$ cat src/rtl/vga_timing_pkg.sv
// 640x480@60 timing constants and pixel packing shared by the capture and display paths.
package vga_timing_pkg;

  localparam int VGA_LINE_PERIOD  = 800;
  localparam int VGA_H_SYNC       = 96;
  localparam int VGA_H_BACK       = 48;
  localparam int VGA_H_ACTIVE     = 640;
  localparam int VGA_FRAME_PERIOD = 525;
  localparam int VGA_V_SYNC       = 2;
  localparam int VGA_V_BACK       = 33;
  localparam int VGA_V_ACTIVE     = 480;

  typedef enum logic [1:0] {
    CAP_IDLE,
    CAP_SYNC,
    CAP_LOCKED
  } cap_state_t;

  function automatic logic [7:0] rgb332(input logic [7:0] r, input logic [7:0] g,
                                        input logic [7:0] b);
    return {r[7:5], g[7:5], b[7:6]};
  endfunction

endpackage

$ cat src/rtl/vga_sync_edge.sv
// Registers hs/vs once and flags their falling edges, aligned with the registered pixel.
module vga_sync_edge (
  input  logic clk,
  input  logic rst_n,
  input  logic hs,
  input  logic vs,
  output logic hs_fall,
  output logic vs_fall
);

  logic hs_q, vs_q, hs_d, vs_d;

  always_ff @(posedge clk or negedge rst_n) begin
    if (!rst_n) begin
      hs_q <= 1'b0;
      vs_q <= 1'b0;
      hs_d <= 1'b0;
      vs_d <= 1'b0;
    end else begin
      hs_q <= hs;
      vs_q <= vs;
      hs_d <= hs_q;
      vs_d <= vs_q;
    end
  end

  assign hs_fall = hs_d & ~hs_q;
  assign vs_fall = vs_d & ~vs_q;

endmodule

$ cat src/rtl/vga_rx_capture.sv
// Recovers VGA position from sync edges, locks after one clean frame and writes a window
// of RGB332 pixels to the image RAM; two register stages from vga_* to the write port.
module vga_rx_capture
  import vga_timing_pkg::*;
#(
  parameter int LINE_PERIOD  = VGA_LINE_PERIOD,
  parameter int H_SYNC       = VGA_H_SYNC,
  parameter int H_BACK       = VGA_H_BACK,
  parameter int H_ACTIVE     = VGA_H_ACTIVE,
  parameter int FRAME_PERIOD = VGA_FRAME_PERIOD,
  parameter int V_SYNC       = VGA_V_SYNC,
  parameter int V_BACK       = VGA_V_BACK,
  parameter int V_ACTIVE     = VGA_V_ACTIVE,
  parameter int WIN_X        = 220,
  parameter int WIN_Y        = 140,
  parameter int WIN_W        = 200,
  parameter int WIN_H        = 200
) (
  input  logic        clk,
  input  logic        rst_n,
  input  logic [7:0]  vga_r,
  input  logic [7:0]  vga_g,
  input  logic [7:0]  vga_b,
  input  logic        vga_hs,
  input  logic        vga_vs,
  output logic        ram_wr_en,
  output logic [15:0] ram_wr_addr,
  output logic [7:0]  ram_wr_data,
  output logic        frame_done,
  output logic        locked,
  output logic        timing_err
);

  localparam int H_ACT0 = H_SYNC + H_BACK;
  localparam int V_ACT0 = V_SYNC + V_BACK;
  // Window bounds in raw counter space, clipped to the active area.
  localparam int H_HI_I = (WIN_X + WIN_W < H_ACTIVE) ? H_ACT0 + WIN_X + WIN_W : H_ACT0 + H_ACTIVE;
  localparam int V_HI_I = (WIN_Y + WIN_H < V_ACTIVE) ? V_ACT0 + WIN_Y + WIN_H : V_ACT0 + V_ACTIVE;

  localparam logic [11:0] H_LO       = 12'(H_ACT0 + WIN_X);
  localparam logic [11:0] H_HI       = 12'(H_HI_I);
  localparam logic [10:0] V_LO       = 11'(V_ACT0 + WIN_Y);
  localparam logic [10:0] V_HI       = 11'(V_HI_I);
  localparam logic [10:0] LINE_LAST  = 11'(LINE_PERIOD - 1);
  localparam logic [9:0]  FRAME_LAST = 10'(FRAME_PERIOD - 1);
  localparam logic [15:0] LAST_ADDR  = 16'(WIN_W * WIN_H - 1);

  logic       hs_fall, vs_fall;
  logic [7:0] r_q, g_q, b_q;

  vga_sync_edge u_sync_edge (
    .clk     (clk),
    .rst_n   (rst_n),
    .hs      (vga_hs),
    .vs      (vga_vs),
    .hs_fall (hs_fall),
    .vs_fall (vs_fall)
  );

  always_ff @(posedge clk or negedge rst_n) begin
    if (!rst_n) begin
      r_q <= 8'd0;
      g_q <= 8'd0;
      b_q <= 8'd0;
    end else begin
      r_q <= vga_r;
      g_q <= vga_g;
      b_q <= vga_b;
    end
  end

  logic [10:0] h_cnt, h_cnt_q;
  logic [9:0]  v_cnt, v_cnt_q;
  logic        line_err, frame_err, in_win, wr;
  logic [15:0] addr_cnt;
  logic        addr_full;
  logic        clean;
  cap_state_t  state;

  // h_cnt/v_cnt describe the pixel currently held in r_q/g_q/b_q.
  always_comb begin
    h_cnt = (h_cnt_q == 11'h7FF) ? h_cnt_q : h_cnt_q + 11'd1;
    if (hs_fall) h_cnt = 11'd0;
    v_cnt = v_cnt_q;
    if (vs_fall) v_cnt = 10'd0;
    else if (hs_fall) v_cnt = v_cnt_q + 10'd1;
  end

  assign line_err  = hs_fall && (h_cnt_q != LINE_LAST);
  assign frame_err = vs_fall && (v_cnt_q != FRAME_LAST);
  assign in_win    = ({1'b0, h_cnt} >= H_LO) && ({1'b0, h_cnt} < H_HI) &&
                     ({1'b0, v_cnt} >= V_LO) && ({1'b0, v_cnt} < V_HI);
  assign wr        = (state == CAP_LOCKED) && in_win && !addr_full;

  always_ff @(posedge clk or negedge rst_n) begin
    if (!rst_n) begin
      h_cnt_q <= 11'd0;
      v_cnt_q <= 10'd0;
    end else begin
      h_cnt_q <= h_cnt;
      v_cnt_q <= v_cnt;
    end
  end

  // Holds at the last address once written so a stray extra pixel cannot wrap to 0.
  always_ff @(posedge clk or negedge rst_n) begin
    if (!rst_n) begin
      addr_cnt  <= 16'd0;
      addr_full <= 1'b0;
    end else if (vs_fall) begin
      addr_cnt  <= 16'd0;
      addr_full <= 1'b0;
    end else if (wr) begin
      if (addr_cnt == LAST_ADDR) addr_full <= 1'b1;
      else addr_cnt <= addr_cnt + 16'd1;
    end
  end

  // clean tracks "no line error since SYNC was (re)entered".
  always_ff @(posedge clk or negedge rst_n) begin
    if (!rst_n) begin
      state      <= CAP_IDLE;
      clean      <= 1'b0;
      locked     <= 1'b0;
      timing_err <= 1'b0;
    end else begin
      timing_err <= 1'b0;
      case (state)
        CAP_IDLE: begin
          if (vs_fall) begin
            state <= CAP_SYNC;
            clean <= 1'b1;
          end
        end
        CAP_SYNC: begin
          if (vs_fall) begin
            if (clean && !line_err && !frame_err) begin
              state  <= CAP_LOCKED;
              locked <= 1'b1;
            end
            clean <= 1'b1;
          end else if (line_err) begin
            clean <= 1'b0;
          end
        end
        CAP_LOCKED: begin
          if (line_err || frame_err) begin
            state      <= CAP_SYNC;
            locked     <= 1'b0;
            timing_err <= 1'b1;
            clean      <= 1'b1;
          end
        end
        default: begin
          state  <= CAP_IDLE;
          locked <= 1'b0;
        end
      endcase
    end
  end

  always_ff @(posedge clk or negedge rst_n) begin
    if (!rst_n) begin
      ram_wr_en   <= 1'b0;
      ram_wr_addr <= 16'd0;
      ram_wr_data <= 8'd0;
      frame_done  <= 1'b0;
    end else begin
      ram_wr_en   <= wr;
      ram_wr_addr <= addr_cnt;
      ram_wr_data <= rgb332(r_q, g_q, b_q);
      frame_done  <= wr && (addr_cnt == LAST_ADDR);
    end
  end

endmodule

$ cat config.mk
export PLATFORM = sky130hd
export DESIGN_NAME = vga_rx_capture
export DESIGN_NICKNAME = d
export VERILOG_FILES = /design/src/rtl/vga_timing_pkg.sv /design/src/rtl/vga_sync_edge.sv /design/src/rtl/vga_rx_capture.sv
export SDC_FILE = /design/constraint.sdc
export NUM_CORES = 1
export LEC_CHECK = 0
export ABC_AREA = 0
export ABC_CLOCK_PERIOD_IN_PS = 7000
export CAP_MARGIN = 0
export CORE_AREA = 3 3 105 127
export CTS_CLUSTER_SIZE = 28
export DETAILED_ROUTE_END_ITERATION = 8
export DIE_AREA = 0 0 108 130
export SYNTH_ARGS = -nofsm -noshare
export SYNTH_HDL_FRONTEND = slang
export SYNTH_SLANG_ARGS = --single-unit
$ cat constraint.sdc
create_clock -name clk -period 7 [get_ports clk]
set_input_delay 1.4 -clock clk [delete_from_list [all_inputs] [get_ports clk]]
set_output_delay 1.4 -clock clk [all_outputs]
set_load 0.05 [all_outputs]
==> out/results.txt <==
Syn Area/Cell -> 10.8 sq um
WP data required -> 7220 ps
Total grt overflow -> 0
Hold Vio Cnt, Final -> 0
Area growth from synthesis to layout -> 23.7%
EDFF count, synth -> 0
Post-route DRC -> 0
Final GP Congestion -> 0.912
DRT iter0 DRCs -> 163
Setup Crit Path Kind -> flip-flop to flip-flop
Slew margin rel. -> 32.7%
Clock Latency Late Sink -> 330 ps
Status -> completed
Fillers -> 1154
Clock Tree Buf Depth -> 2
Asr flop ratio synth -> 100%
Fin util -> 36.7%
Final setup fails -> 0
Diode count -> 0
Vias per inst -> 4.98
Seq cells post-synth -> 81
CP Capture Type -> flip-flop
Final Power -> 0.00110 W
Top FF cell, synth -> dfrtp_1
Maximum vdd drop -> 0.0908 mV
DR pass1 iterations -> 4
Worst Tran Pin Value -> 1010 ps
Unrepaired setup endpoints after global routing -> false
Largest net degree at the start of global routing -> 82
Fmax -> 283 MHz
Starting Density -> 29.6%
First-pass GRT wire length -> 13100 microns
Final #Nets -> 406
Clock tree sinks -> 81
Number of buffers added on ports -> 39
Total setup buffers inserted after CTS -> 0
Tmin final -> 3540 ps
Worst-path clk slew -> 60 ps
Die area -> 0.0140 sq mm
Setup crit start kind -> flip-flop
Critical Path Fanout Max -> 15
Gr usage total -> 11.8%
Die Ht -> 130 microns
MaxCap Viol Count -> 0
CTS H-tree depth -> 3
Core ar. -> 0.0122 sq mm
Hold Crit Class -> flip-flop to flip-flop
Crit share post-route -> 50.5%
Synthesized cell area -> 0.00360 sq mm
YS warnings -> 0
Setup skew after layout -> 6.68 ps
Sequential fraction of the synthesis area -> 56.2%
Vias -> 2680
Number of global-route vias before repair -> 2620
Leakage -> 1.92 nW
Post-DP HPWL -> 5130 microns
Placed cell areas -> 0.00416 sq mm
WL/cell -> 14.3 microns
Final Cell Area -> 0.00446 sq mm
Cells after Synth -> 333
Yosys cell types -> 51
TritonCTS buffer count -> 9
CTS tree -> built
Post-Route WL -> 7690 microns
Chip Width -> 108 microns
Initial antenna violation count -> 0
Arrival time at the worst endpoint -> 3760 ps
Power density cells -> 247 mW/mm^2
IO Pins -> 56
Post-CTS sizing -> 0
TNS Setup -> 0 ps
Synthesized Nets -> 365
Max-slew violations -> 0
Final ANT Viol Nets -> 0
Share of cells above drive strength 1 -> 5.84%
Cts hold-fix bufs -> 0
Clock tree root driver cell -> clkbuf_16
Row count -> 44
critical path, cell delays in order, from the launching register on:
cell	delay (ps)
dfrtp_1	390
ha_1	280
and4_1	380
nand4_4	180
a311oi_4	400
nand3b_1	130
a311o_1	440
a211oi_2	800
a31oi_1	170
a41o_1	260
stage by stage:
| stage | setup WS (ps) | instances | hold slack [ps] |
|---|---|---|---|
| 5_1_grt | 3190 | 538 | 353 |
| 3_5_place_dp | 3470 | 524 | 338 |
| 6_report | 3460 | 538 | 348 |
| 3_3_place_gp | 3550 | 524 | 331 |
| 4_1_cts | 3460 | 538 | 351 |
| 2_1_floorplan | 3960 | 333 | 331 |
cell families (layout without fill, tap and decap cells):
| kind of cell | count (synthesis) | in the layout | share of synthesized area, % |
|---|---|---|---|
| mux | 11 | 11 | 3.05 |
| flops | 81 | 81 | 56.2 |
| compound gates | 70 | 70 | 14.2 |
| xor+xnor | 3 | 3 | 0.729 |
| buf+inv | 20 | 64 | 2.43 |
| fa+ha+maj | 4 | 4 | 1.39 |
| simple gates | 144 | 144 | 21.9 |
worst paths after layout:
path | startpoint | endpoint | slack, ps | cells past startpoint
min reg2reg | b_q[7] | ram_wr_data[1] | 350 | 0
max in group asynchronous | rst_n | u_sync_edge.vs_d | 5140 | 1
max | h_cnt_q[0] | addr_cnt[9] | 3460 | 9
min | b_q[7] | ram_wr_data[1] | 350 | 0
max reg2reg | h_cnt_q[0] | addr_cnt[9] | 3460 | 9
min in group asynchronous | rst_n | h_cnt_q[4] | 1250 | 1
layout make-up:
type	instances	area (sq um)	share of cell area, %
well taps	161	201	4.52
multi-input cells	232	1490	33.4
clock inverters	2	37.5	0.842
clock buffers	12	267	5.98
repair buffers	41	403	9.03
flip-flops and latches	81	2030	45.5
inverters	9	33.8	0.758
metal layers:
layer	up-vias	wire length, microns	GRT usage, %
li1	1309	-	-
met4	0	123	5.05
met3	8	284	2.97
met1	1317	3390	14.5
met5	-	0	0
met2	46	3890	19.7
flip-flops by register name, summed over array words and instances, names as in the netlist, 2 cells and up:
register and flops:
state 2, ram_wr_data 8, h_cnt_q 11, g_q 3, addr_cnt 16, b_q 2, r_q 3, ram_wr_addr 16
v_cnt_q 10
placed cells by master (no fill, tap or decap), types with 3 or more instances in the layout:
cell type	instances
nor4_1	6
nand3_1	16
and3_1	9
a31oi_1	8
nand2_1	35
or3_1	4
and2_1	8
clkbuf_16	9
clkbuf_8	3
inv_1	9
a21oi_1	16
clkdlybuf4s50_1	38
dfrtp_1	81
ha_1	4
nand3b_1	7
buf_4	3
nor3_1	8
o211ai_1	4
a21o_1	3
nand2b_1	13
nor2_1	15
a41oi_1	3
a211oi_1	3
and4_1	3
mux2i_1	11
o21ai_0	12
nand4_1	10
report_power, final:
group / switching (W) / leakage (nW) / internal [W]
combinational: 0.0000637 / 0.706 / 0.0000399
clock: 0.000175 / 0.147 / 0.000301
sequential: 0.0000302 / 1.07 / 0.000493
synth_stat cells, types with 3 or more instances:
| cell type | n | area share, % |
|---|---|---|
| nor4_1 | 6 | 1.0 |
| and3_1 | 9 | 1.6 |
| o211ai_1 | 4 | 0.83 |
| and2_1 | 8 | 1.4 |
| a31oi_1 | 8 | 1.4 |
| a41oi_1 | 3 | 0.73 |
| nand3_1 | 16 | 2.2 |
| a211oi_1 | 3 | 0.62 |
| a21oi_1 | 16 | 2.2 |
| buf_2 | 4 | 0.56 |
| ha_1 | 4 | 1.4 |
| and4_1 | 3 | 0.73 |
| or3_1 | 4 | 0.69 |
| nor2_1 | 15 | 1.6 |
| nand2b_1 | 13 | 2.3 |
| nor3_1 | 8 | 1.1 |
| nand3b_1 | 7 | 1.5 |
| clkbuf_1 | 4 | 0.42 |
| nand4_1 | 10 | 1.7 |
| mux2i_1 | 11 | 3.1 |
| nand2_1 | 35 | 3.6 |
| a21o_1 | 3 | 0.62 |
| inv_1 | 9 | 0.94 |
| o21ai_0 | 12 | 1.7 |
| dfrtp_1 | 81 | 56 |
Power figures use the tool's default switching activity.
